### config.mk
export PLATFORM = sky130hd
export DESIGN_NAME = decoder_tree_pipe
export DESIGN_NICKNAME = d
export VERILOG_FILES = /design/src/rtl/dec_pkg.sv /design/src/rtl/dec2_4_en.sv /design/src/rtl/decoder_tree_pipe.sv
export SDC_FILE = /design/constraint.sdc
export NUM_CORES = 1
export LEC_CHECK = 0
export ABC_AREA = 1
export CAP_MARGIN = 40
export CORE_AREA = 8 8 79 81
export CTS_BUF_LIST = sky130_fd_sc_hd__clkbuf_8
export DETAILED_ROUTE_END_ITERATION = 8
export DIE_AREA = 0 0 87 89
export PLACE_DENSITY = 0.6
export SLEW_MARGIN = 30
export SYNTH_ARGS = -nofsm -noshare
export SYNTH_HDL_FRONTEND = slang
export SYNTH_HIERARCHICAL = 1
export SYNTH_SLANG_ARGS = --single-unit
### constraint.sdc
create_clock -name clk -period 1.46 [get_ports clk]
set_input_delay 0.292 -clock clk [delete_from_list [all_inputs] [get_ports clk]]
set_output_delay 0.292 -clock clk [all_outputs]
set_load 0.01 [all_outputs]
### src/rtl/dec_pkg.sv
// ---------------------------------------------------------------------------
// dec_pkg
// Shared definitions for the pipelined one-hot decoder tree:
//   MODE_DIRECT / MODE_SCAN : values of the 'mode' input sampled with 'start'
//   state_t                 : sequencer states (idle, issuing scan, draining)
//   sel_w_legal()           : elaboration-time check of the select width
// ---------------------------------------------------------------------------
package dec_pkg;

    localparam logic MODE_DIRECT = 1'b0;
    localparam logic MODE_SCAN   = 1'b1;

    typedef enum logic [1:0] {
        ST_IDLE  = 2'd0,
        ST_SCAN  = 2'd1,
        ST_DRAIN = 2'd2
    } state_t;

    // The tree consumes the select two bits per level, so the width must be
    // a positive even number.
    function automatic bit sel_w_legal(input int w);
        return (w >= 2) && ((w % 2) == 0);
    endfunction

endpackage

### src/rtl/dec2_4_en.sv
// ---------------------------------------------------------------------------
// dec2_4_en
// Combinational 2:4 one-hot decoder with enable. Building block of every
// level of the decoder tree.
//   sel : 2-bit select
//   en  : enable; when low the output is all zeros
//   y   : one-hot result, bit 'sel' set when enabled
// ---------------------------------------------------------------------------
module dec2_4_en (
    input  logic [1:0] sel,
    input  logic       en,
    output logic [3:0] y
);

    assign y = en ? (4'b0001 << sel) : 4'b0000;

endmodule

### src/rtl/decoder_tree_pipe.sv
// ---------------------------------------------------------------------------
// decoder_tree_pipe
// Pipelined SEL_W : 2**SEL_W one-hot decoder built as a tree of 2:4 enable
// decoders, one register stage per tree level. Direct requests enter through
// a valid/ready handshake; a self-driven scan walks the one-hot output across
// every position.
//   clk, rst_n : clock (rising edge), asynchronous active-low reset
//   in_valid   : direct request valid
//   in_ready   : direct request accepted when in_valid && in_ready
//   d, en      : select value and enable, captured with an accepted request
//   mode       : 0 = direct, 1 = scan; only looked at together with start
//   start      : single-cycle pulse that launches a scan
//   y          : registered one-hot (or zero for an en=0 beat)
//   out_valid  : y carries a beat this cycle
//   busy       : scan issuing or draining
//   done       : pulse coincident with the final scan beat
// ---------------------------------------------------------------------------
module decoder_tree_pipe
    import dec_pkg::*;
#(
    parameter  int SEL_W = 4,
    localparam int OUT_W = 2 ** SEL_W,
    localparam int LVL   = SEL_W / 2
) (
    input  logic             clk,
    input  logic             rst_n,
    input  logic             in_valid,
    output logic             in_ready,
    input  logic [SEL_W-1:0] d,
    input  logic             en,
    input  logic             mode,
    input  logic             start,
    output logic [OUT_W-1:0] y,
    output logic             out_valid,
    output logic             busy,
    output logic             done
);

    if (!sel_w_legal(SEL_W)) begin : g_bad_sel_w
        $error("decoder_tree_pipe: SEL_W must be even and >= 2");
    end

    localparam logic [SEL_W-1:0] CNT_LAST = SEL_W'(OUT_W - 1);

    state_t           state;
    logic [SEL_W-1:0] count;
    logic [SEL_W-1:0] d_q;
    logic             en_q;
    logic             in_valid_q;

    logic             scan_req;
    logic             accept;
    logic             cnt_last;
    logic             drain_exit;

    logic [SEL_W-1:0] src_sel;
    logic             src_en;
    logic             src_valid;
    logic             src_last;

    // A scan request wins the cycle it arrives, so the handshake refuses any
    // direct beat offered alongside it.
    assign scan_req = (state == ST_IDLE) && start && (mode == MODE_SCAN);
    assign in_ready = (state == ST_IDLE) && !(start && (mode == MODE_SCAN));
    assign accept   = in_valid && in_ready;
    assign cnt_last = (count == CNT_LAST);
    assign busy     = (state != ST_IDLE);

    // Accepted direct requests are captured here first. This register plays
    // the same role for direct beats that the scan counter plays for scan
    // beats, which is why a direct beat accepted just before a start lands
    // on y exactly one cycle ahead of the first scan beat.
    always_ff @(posedge clk or negedge rst_n) begin
        if (!rst_n) begin
            in_valid_q <= 1'b0;
            d_q        <= '0;
            en_q       <= 1'b0;
        end else begin
            in_valid_q <= accept;
            if (accept) begin
                d_q  <= d;
                en_q <= en;
            end
        end
    end

    // Sequencer: idle until a scan start, then issue one beat per cycle from
    // the counter, then wait for the tagged last beat to reach the output
    // stage. With a single level the last beat is already at the output when
    // it is issued, so there is nothing to drain.
    always_ff @(posedge clk or negedge rst_n) begin
        if (!rst_n) begin
            state <= ST_IDLE;
            count <= '0;
        end else begin
            case (state)
                ST_IDLE: begin
                    if (scan_req) begin
                        state <= ST_SCAN;
                        count <= '0;
                    end
                end
                ST_SCAN: begin
                    if (cnt_last) begin
                        state <= (LVL == 1) ? ST_IDLE : ST_DRAIN;
                    end else begin
                        count <= count + SEL_W'(1);
                    end
                end
                ST_DRAIN: begin
                    if (drain_exit) begin
                        state <= ST_IDLE;
                    end
                end
                default: state <= ST_IDLE;
            endcase
        end
    end

    // Source of the beat entering level 0: the scan counter while scanning,
    // otherwise the captured direct request.
    always_comb begin
        src_sel   = d_q;
        src_en    = en_q;
        src_valid = in_valid_q;
        src_last  = 1'b0;
        if (state == ST_SCAN) begin
            src_sel   = count;
            src_en    = 1'b1;
            src_valid = 1'b1;
            src_last  = cnt_last;
        end
    end

    // Decoder tree. Level k holds a 4**(k+1)-bit partial one-hot plus the
    // select bits not yet consumed. Each set bit of level k-1 enables one
    // 2:4 sub-decoder, so index = 4*parent + pair and the select is decoded
    // MSB pair first. Stages only load on a valid beat so y holds between
    // beats; valid and the last-beat tag always advance.
    for (genvar k = 0; k < LVL; k++) begin : g_lvl
        localparam int VW = 4 ** (k + 1);
        localparam int RW = SEL_W - 2 * (k + 1);

        logic [VW-1:0] vec_d;
        logic [VW-1:0] vec_q;
        logic          valid_d;
        logic          valid_q;
        logic          last_d;
        logic          last_q;

        if (k == 0) begin : g_root
            dec2_4_en u_dec (
                .sel (src_sel[SEL_W-1 -: 2]),
                .en  (src_en),
                .y   (vec_d)
            );
            assign valid_d = src_valid;
            assign last_d  = src_last;
        end else begin : g_node
            logic [1:0] pair;
            assign pair = g_lvl[k-1].g_rem.rem_q[RW+1 -: 2];
            for (genvar j = 0; j < 4 ** k; j++) begin : g_sub
                dec2_4_en u_dec (
                    .sel (pair),
                    .en  (g_lvl[k-1].vec_q[j]),
                    .y   (vec_d[4*j +: 4])
                );
            end
            assign valid_d = g_lvl[k-1].valid_q;
            assign last_d  = g_lvl[k-1].last_q;
        end

        if (k < LVL - 1) begin : g_rem
            logic [RW-1:0] rem_d;
            logic [RW-1:0] rem_q;
            if (k == 0) begin : g_from_src
                assign rem_d = src_sel[RW-1:0];
            end else begin : g_from_prev
                assign rem_d = g_lvl[k-1].g_rem.rem_q[RW-1:0];
            end
            always_ff @(posedge clk or negedge rst_n) begin
                if (!rst_n) begin
                    rem_q <= '0;
                end else if (valid_d) begin
                    rem_q <= rem_d;
                end
            end
        end

        always_ff @(posedge clk or negedge rst_n) begin
            if (!rst_n) begin
                vec_q   <= '0;
                valid_q <= 1'b0;
                last_q  <= 1'b0;
            end else begin
                valid_q <= valid_d;
                last_q  <= valid_d && last_d;
                if (valid_d) begin
                    vec_q <= vec_d;
                end
            end
        end
    end

    // The drain ends on the edge at which the tagged last beat moves into
    // the output stage, so busy falls in the same cycle done rises.
    if (LVL > 1) begin : g_drain
        assign drain_exit = g_lvl[LVL-2].last_q;
    end else begin : g_no_drain
        assign drain_exit = 1'b0;
    end

    assign y         = g_lvl[LVL-1].vec_q;
    assign out_valid = g_lvl[LVL-1].valid_q;
    assign done      = g_lvl[LVL-1].last_q;

endmodule

# Yosys cells after proc, flatten, opt, wreduce, memory -nomap -nowiden
# Cells that the tools add are included.
[op_classes]
addsub = 1
n_eq_ne = 7
shift = 2
n_mux = 16
reduce_logical = 13
[op_table]
columns = ["cell", "count"]
rows = [
  ["$mux W4", 8],
  ["$ne A2 B2 Y1 const B", 4],
  ["$pmux W4 S2", 1],
  ["$shl A1 B2 Y4 const A", 2],
  ["$logic_and A1 B1 Y1", 7],
  ["$mux W2", 3],
  ["$pmux W2 S3", 1],
  ["$reduce_and A3 Y1", 2],
  ["$add A4 B1 Y4 const B", 1],
  ["$eq A4 B4 Y1 const B", 1],
  ["$reduce_bool A2 Y1", 2],
  ["$mux W1", 3],
  ["$eq A2 B1 Y1 const B", 1],
  ["$eq A2 B2 Y1 const B", 1],
  ["$logic_not A2 Y1", 1],
  ["$logic_not A1 Y1", 1],
]
[totals]
register_bits = 38
input_bits = 10
output_inout_bits = 20
wordCells = 51

# Longest topological paths before layout
# Gate-level depths: netlist of run 1.
[logic_depth]
word_depth = 5
ltp_mapped = 9
mapped_depth_nobuf = 9

# Hierarchy
# The synthesis of run 1 kept the hierarchy.
[modules_own_cells]
columns = ["module", "n_inst", "cells_per_inst", "area_per_inst_um2", "seq_area_each_um2"]
rows = [
  ["decoder_tree_pipe", 1, 144, 1566.5, 950.9],
  ["dec2_4_en", 5, 8, 30.0, 0.0],
]

# Worst setup path after synthesis of run 1
# OpenSTA, ideal clock, no wires.
[synth_path]
kind = "flip-flop to flip-flop"
startpoint = "register state[1]"
endpoint = "register g_lvl[0].vec_q[2]"
arrival_ns = 1.102
slack_ns = 0.293
stages_incl_launch_ff = 8
n_path_buf = 0
synth_period_minus_slack_ns = 1.167
path_cell_list = "dfrtp_1 -> inv_1 -> nand2_2 -> o21ai_0 -> inv_1 -> nor2_1 -> nand2_1 -> nand2_1"
[synth_between]
elab_chain_len = 4
[synth_rtl]
columns = ["item", "line", "text"]
rows = [
  ["start: declaration", "decoder_tree_pipe.sv:45", "state_t state;"],
  ["start signal: assignment", "decoder_tree_pipe.sv:105", "state <= (LVL == 1) ? ST_IDLE : ST_DRAIN;"],
  ["$eq A2 B1 Y1", "decoder_tree_pipe.sv:127", "if (state == ST_SCAN) begin"],
  ["$mux W4", "decoder_tree_pipe.sv:127", ""],
  ["via src_sel[3]", "decoder_tree_pipe.sv:56", "logic [SEL_W-1:0] src_sel;"],
  ["$shl A1 B2 Y4", "dec2_4_en.sv:15", "assign y = en ? (4'b0001 << sel) : 4'b0000;"],
  ["$mux W4", "dec2_4_en.sv:15", ""],
  ["via g_lvl[0].vec_d[2]", "decoder_tree_pipe.sv:144", "logic [VW-1:0] vec_d;"],
  ["end signal: assignment", "decoder_tree_pipe.sv:199", "vec_q <= vec_d;"],
  ["end: declaration", "decoder_tree_pipe.sv:145", "logic [VW-1:0] vec_q;"],
]
# The timed path passes the listed nets, and every way through them passes these cells.
# A chain may end at the register's enable or synchronous reset.

# Worst setup path after layout of run 1
[layout_path]
startpoint = "register state[0]"
endpoint = "output in_ready"
[layout_between]
elab_chain_len = 2
[layout_rtl]
columns = ["item", "line", "text"]
rows = [
  ["$logic_not A2 Y1", "decoder_tree_pipe.sv:64", "assign in_ready = (state == ST_IDLE) && !(start && (mode == MODE_SCAN));"],
  ["$logic_and A1 B1 Y1", "decoder_tree_pipe.sv:64", ""],
  ["end: declaration", "decoder_tree_pipe.sv:28", "output logic in_ready,"],
]
# Every way passes these cells.

==> results of run 1 <==
## report_power, final
| group | internal [W] | switching (W) | total (W) |
|---|---|---|---|
| Sequential | 0.00140 | 0.000293 | 0.00169 |
| Clock | 0.000497 | 0.000350 | 0.000847 |
| Combinational | 0.000733 | 0.000853 | 0.00159 |
| Total | 0.00263 | 0.00149 | 0.00412 |
## stage by stage
step                hold WS (ns)  power, W  setup TNS (ns)  setup WS, ns  std cells
floorplan              -0.003591  0.002763               0        0.2933        184
global placement          0.2446  0.003392         -0.2754       -0.2754        291
detailed placement        0.2499  0.003417         -0.2795       -0.2795        291
CTS                       0.4768  0.004190               0      0.002229        300
global route              0.5032  0.004497               0       0.01032        300
finish                    0.4613  0.004122               0       0.09623        300
## synth_stat cells, drive strengths merged
| library cell | number | area [µm²] |
|---|---|---|
| nand3 | 9 | 45.04 |
| dfrtp | 38 | 950.9 |
| mux2 | 16 | 180.2 |
| inv | 20 | 75.07 |
| ha | 1 | 12.51 |
| o21ai | 2 | 10.01 |
| nand2 | 66 | 272.8 |
| buf | 2 | 22.52 |
| or2 | 2 | 12.51 |
| nand4 | 1 | 6.260 |
| o22ai | 1 | 6.260 |
| nor2 | 26 | 122.6 |
## area by class of cell
| cell class | instances | area (µm²) |
|---|---|---|
| Clock buffer | 5 | 68.82 |
| Fill cell | 512 | 2728 |
| Tap cell | 70 | 87.58 |
| Sequential cell | 38 | 950.9 |
| Multi-Input combinational cell | 124 | 671.9 |
| Timing Repair Buffer | 40 | 357.8 |
| Clock inverter | 3 | 37.54 |
| Inverter | 20 | 75.07 |
## final timing paths
kind | end | slack, ns | depth (start not counted)
worst min register to register | en_q | 0.47 | 2
min in group clk | en_q | 0.47 | 2
worst max-delay path | in_ready | 0.1 | 4
worst min-delay path | g_lvl[0].vec_q[0] | 0.46 | 2
worst max register to register | g_lvl[0].vec_q[0] | 0.19 | 8
max in group asynchronous | state[1] | 0.52 | 3
## placed cells by master, fill, tap and decap left out, drive strengths merged
| cell | netlist | routed |
|---|---|---|
| clkdlybuf4s50 | 0 | 8 |
| dlygate4sd2 | 0 | 16 |
| mux2 | 16 | 16 |
| dfrtp | 38 | 38 |
| or2 | 2 | 2 |
| buf | 2 | 11 |
| nand3 | 9 | 9 |
| nor2 | 26 | 26 |
| o21ai | 2 | 2 |
| o22ai | 1 | 1 |
| ha | 1 | 1 |
| bufinv | 0 | 1 |
| inv | 20 | 22 |
| dlygate4sd3 | 0 | 1 |
| clkbuf | 0 | 7 |
| nand4 | 1 | 1 |
| nand2 | 66 | 66 |
| dlymetal6s2s | 0 | 2 |
## repair_timing
item                                   4_1_cts  5_1_grt
pin swaps                                    1        1
buffers inserted                             0        0
setup endpoints to repair                   18        8
resized for setup                           22        5
endpoints found under the hold margin       13        0
hold buffers                                 1        0
## state kept, by name (all words and copies together) (netlist names)
signal / count
d_q: 4
drain_exit: 1
done: 1
g_lvl.valid_q: 1
g_lvl.g_rem.rem_q: 2
in_valid_q: 1
count: 4
y: 16
en_q: 1
out_valid: 1
g_lvl.vec_q: 4
state: 2
## cells by family (layout without fill, tap and decap cells)
family	after synthesis	after routing	synth area share, %
AO/OA/AOI/OAI	3	3	0.9478
adder cells (fa/ha/maj)	1	1	0.7287
buffers and inverters	22	68	5.685
flip-flops	38	38	55.39
multiplexers	16	16	10.50
AND/OR/NAND/NOR	104	104	26.75
## layer usage
layer  track usage [%]  share of wire (%)  up-vias
met5                 0                  0        -
met4             2.817                1.2        0
met3             3.768                5.9        4
met2             13.60                 42       28
met1             11.50                 51      559
li1                  -                  -      661
## worst register-to-register path: stages (launching register included)
cell and delay (ns):
dfrtp_1 0.39, buf_4 0.14, inv_2 0.07, nor2_4 0.05, or2_2 0.28, nand2_1 0.09, nor2_1 0.04, nand2_1 0.07
nand2_1 0.04
==> results_dict.tcl, run 1 <==
set metrics [dict create \
    outcome "finished, final reports clean" \
    period_needed_ns 1.364 \
    synth_warnings 6 \
    cts.reportedPaths.clkPinSlew_ns 0.07 \
    startpoint_class "flop" \
    grt_max_degree 17 \
    maxSlewViolCount 0 \
    final_design_area_no_fill_um2 2250 \
    utilization_pct 45.20 \
    remaining_drc_errors 0 \
    critical_path_buf_inv_count 2 \
    drtAntennaViolNets 0 \
    critical_path_required_ns 1.17 \
    skew_ns 0.005529 \
    worstPathArrival_ns 1.07 \
    finalHoldViolations 0 \
    pwr_density_cell_nw_per_um2 1832 \
    gr-total-overflow 0 \
    crit_path_cell_trace "nor2_2 -> nand2_2 -> inv_1 -> buf_2" \
    crit-reg2reg-launch "state[0]" \
    worst_setup_path_end_kind "primary output" \
    max_slew.worst_pin.slew_ns 0.4113 \
    syn-cell-area_um2 1717 \
    gp_congestion 0.7690 \
    crit_fanout 3 \
    initial_core_util_pct 34.49 \
    area_growth_syn_to_layout_pct 31.05 \
    clk_root_buffer_cell "clkbuf_8" \
    rsz_0062_raised_after_global_routing "false" \
    floorplan.io_pins 30 \
    finalNetCount 240 \
    clock_tree.htree_level_count 2 \
    cts_inserted_buffers 5 \
    first_iter_violations 34 \
    antenna_diode_count 0 \
    antenna_found_initial 0 \
    netlist_cell_types 17 \
    setup.worst_path.class "reg -> out" \
    place.detailed.hpwl_um 2390 \
    floorplan.core_area_um2 4977 \
    worstSetupStartpoint "state[0]" \
    cts_tree "done" \
    dieWidth_um 87 \
    postSynthRegisterBits 38 \
    drt-total-wl_um 3070 \
    drt-wirelength-per-cell_um 10.23 \
    timing.max_cap.violations 0 \
    synthesis.instances 184 \
    numPortBuffers 29 \
    cp_delay_by_family_top "flip-flops" \
    placed_area_um2 2155 \
    ir_worst_vdd_mv 0.7245 \
    synth_seq_area_share_pct 55.39 \
    grt_use_total_pct 9.043 \
    min_period_over_period_pct 93.41 \
    vias 1252 \
    critical-path-max-stage-delay_ns 0.39 \
    chipHeight_um 89 \
    numClockSinks 38 \
    cts_max_path_buffers 2 \
    slew_headroom_pct 72.58 \
    grt_pass1_wl_um 5526 \
    cp_slowest_cell "dfrtp_1" \
    drive_above_1_share_pct 22.17 \
    die_area_um2 7743 \
    fmax_mhz 733.3 \
    postSynthNetCount 195 \
    hold_path.class "in -> async" \
    rows 26 \
    leakage_nw 1.259 \
    postSynthAreaPerCell_um2 9.330 \
    number_of_global_route_vias_before_repair 1254 \
    pre_antenna_drt_iters 4 \
    final-setup-viol-count 0 \
    clk-insertion-delay-late_ns 0.29 \
    vias_per_cell 4.173 \
]
Power figures use the tool's default switching activity.
==> run 2, diff against run 1 <==
- SKIP_CTS_REPAIR_TIMING: not set -> 1
==> run 2 against run 1 <==
Register-to-register slack barely moved. Combinational power is 4% higher. Via count rose by 0.16%. Setup slack got worse by 0.033 ns. Critical endpoint unchanged. Largest cell class unchanged. Highest routed layer unchanged.
==> results_dict.tcl, run 2 (synthesis gave the netlist of run 1 again) <==
set metrics [dict create \
    outcome "finished, final reports clean" \
    pre_antenna_drt_iters 4 \
    final_design_area_no_fill_um2 2325 \
    final-setup-viol-count 0 \
    finalNetCount 240 \
    hold_path.class "in -> async" \
    setup.worst_path.class "reg -> out" \
    placed_cells_incl_taps 291 \
    grt_max_degree 17 \
    drt-total-wl_um 3112 \
    floorplan.core_area_um2 4977 \
    clk_root_buffer_cell "clkbuf_8" \
    leakage_nw 1.490 \
    finalSetupTns_ns 0 \
    pwr_density_cell_nw_per_um2 1800 \
    clk-insertion-delay-late_ns 0.29 \
    number_of_global_route_vias_before_repair 1247 \
    area_growth_syn_to_layout_pct 35.42 \
    period_needed_ns 1.397 \
    placed_area_um2 2155 \
    utilization_pct 46.71 \
    finish.cell_count_without_fillers 300 \
    worst_setup_path_end_kind "primary output" \
    remaining_drc_errors 0 \
    layout_commonest_cell "nand2_1" \
    min_period_over_period_pct 95.66 \
    die_area_um2 7743 \
    rows 26 \
    cp_delay_by_family_top "flip-flops" \
    first_iter_violations 35 \
    timing.max_cap.violations 0 \
    r2r_setup_slack_ns 0.19 \
    initial_core_util_pct 34.49 \
    cp_slowest_cell "dfrtp_1" \
    finalHoldViolations 0 \
    floorplan.io_pins 30 \
    fmax_mhz 716.0 \
    place.detailed.hpwl_um 2390 \
    drtAntennaViolNets 0 \
    numPortBuffers 29 \
    numClockSinks 38 \
    vias_per_cell 4.180 \
    worstPathArrival_ns 1.10 \
    antenna_found_initial 0 \
    drive_above_1_share_pct 21.30 \
    chipHeight_um 89 \
    grt_use_total_pct 9.023 \
    critical_path_buf_inv_count 2 \
    ir_worst_vdd_mv 0.7290 \
    cts.reportedPaths.clkPinSlew_ns 0.07 \
    rsz_0062_raised_after_global_routing "true" \
    clock_tree.htree_level_count 2 \
    gp_congestion 0.7690 \
    cts_tree "done" \
    cts_inserted_buffers 5 \
    dieWidth_um 87 \
    critical-path-max-stage-delay_ns 0.39 \
    antenna_diode_count 0 \
    largest_register_ffs 16 \
    layout.cells.most_common_list "nand2_1, dfrtp_1, nor2_1" \
    crit_path_cell_trace "nor2_2 -> nand2_2 -> inv_1 -> dlymetal6s2s_1" \
    startpoint_class "flop" \
    max_slew.worst_pin.slew_ns 0.4113 \
    grt_pass1_wl_um 5513 \
    vias 1254 \
    critical_path_required_ns 1.17 \
    cts_max_path_buffers 2 \
    slew_headroom_pct 72.58 \
    skew_ns 0.005529 \
    drt-wirelength-per-cell_um 10.37 \
    maxSlewViolCount 0 \
    gr-total-overflow 0 \
    crit_fanout 3 \
]
-- run 2: worst register-to-register path, stage by stage, from the launching register on --
cell and delay (ns):
dfrtp_1 0.39, buf_4 0.14, inv_2 0.07, nor2_4 0.05, or2_2 0.28, nand2_1 0.09, nor2_1 0.04, nand2_1 0.07
nand2_1 0.04
-- run 2: layer usage --
layer,global-route usage (%),vias up,wire length [µm]
li1,-,660,-
met1,11.28,562,1615
met2,13.60,28,1303
met3,4.044,4,156
met4,2.817,0,36
met5,0,-,0
-- run 2: report_power, final --
group / internal [W] / switching [W] / leakage [nW]
clock network: 0.000497 / 0.000350 / 0.0607
registers: 0.00140 / 0.000293 / 0.495
logic: 0.000794 / 0.000854 / 0.934
total: 0.00269 / 0.00150 / 1.49
-- run 2: path summary, 6_finish.rpt --
| path | start | end | cells past startpoint |
|---|---|---|---|
| max | state[0] | in_ready | 4 |
| min | rst_n | g_lvl[0].vec_q[0] | 2 |
| max reg2reg | state[0] | g_lvl[0].vec_q[0] | 8 |
| min reg2reg | en_q | en_q | 2 |
| max in group asynchronous | rst_n | state[1] | 3 |
| min in group clk | en_q | en_q | 2 |
-- run 2: stage by stage --
| step | hold slack (ns) | setup WS [ns] | total power (W) |
|---|---|---|---|
| after floorplan | -0.003591 | 0.2933 | 0.002763 |
| after global placement | 0.2446 | -0.2754 | 0.003392 |
| after detailed placement | 0.2499 | -0.2795 | 0.003417 |
| after CTS | -0.06680 | -0.3426 | 0.004285 |
| after global routing | 0.5032 | -0.03334 | 0.004568 |
| final | 0.4614 | 0.06330 | 0.004185 |
-- run 2: final cells by class --
| type | count | area [µm²] |
|---|---|---|
| fill | 497 | 2653 |
| sequential | 38 | 950.9 |
| multi-input combinational | 124 | 671.9 |
| clock buffer | 5 | 68.82 |
| tap | 70 | 87.58 |
| timing repair buffer | 40 | 432.9 |
| inverter | 20 | 75.07 |
| clock inverter | 3 | 37.54 |
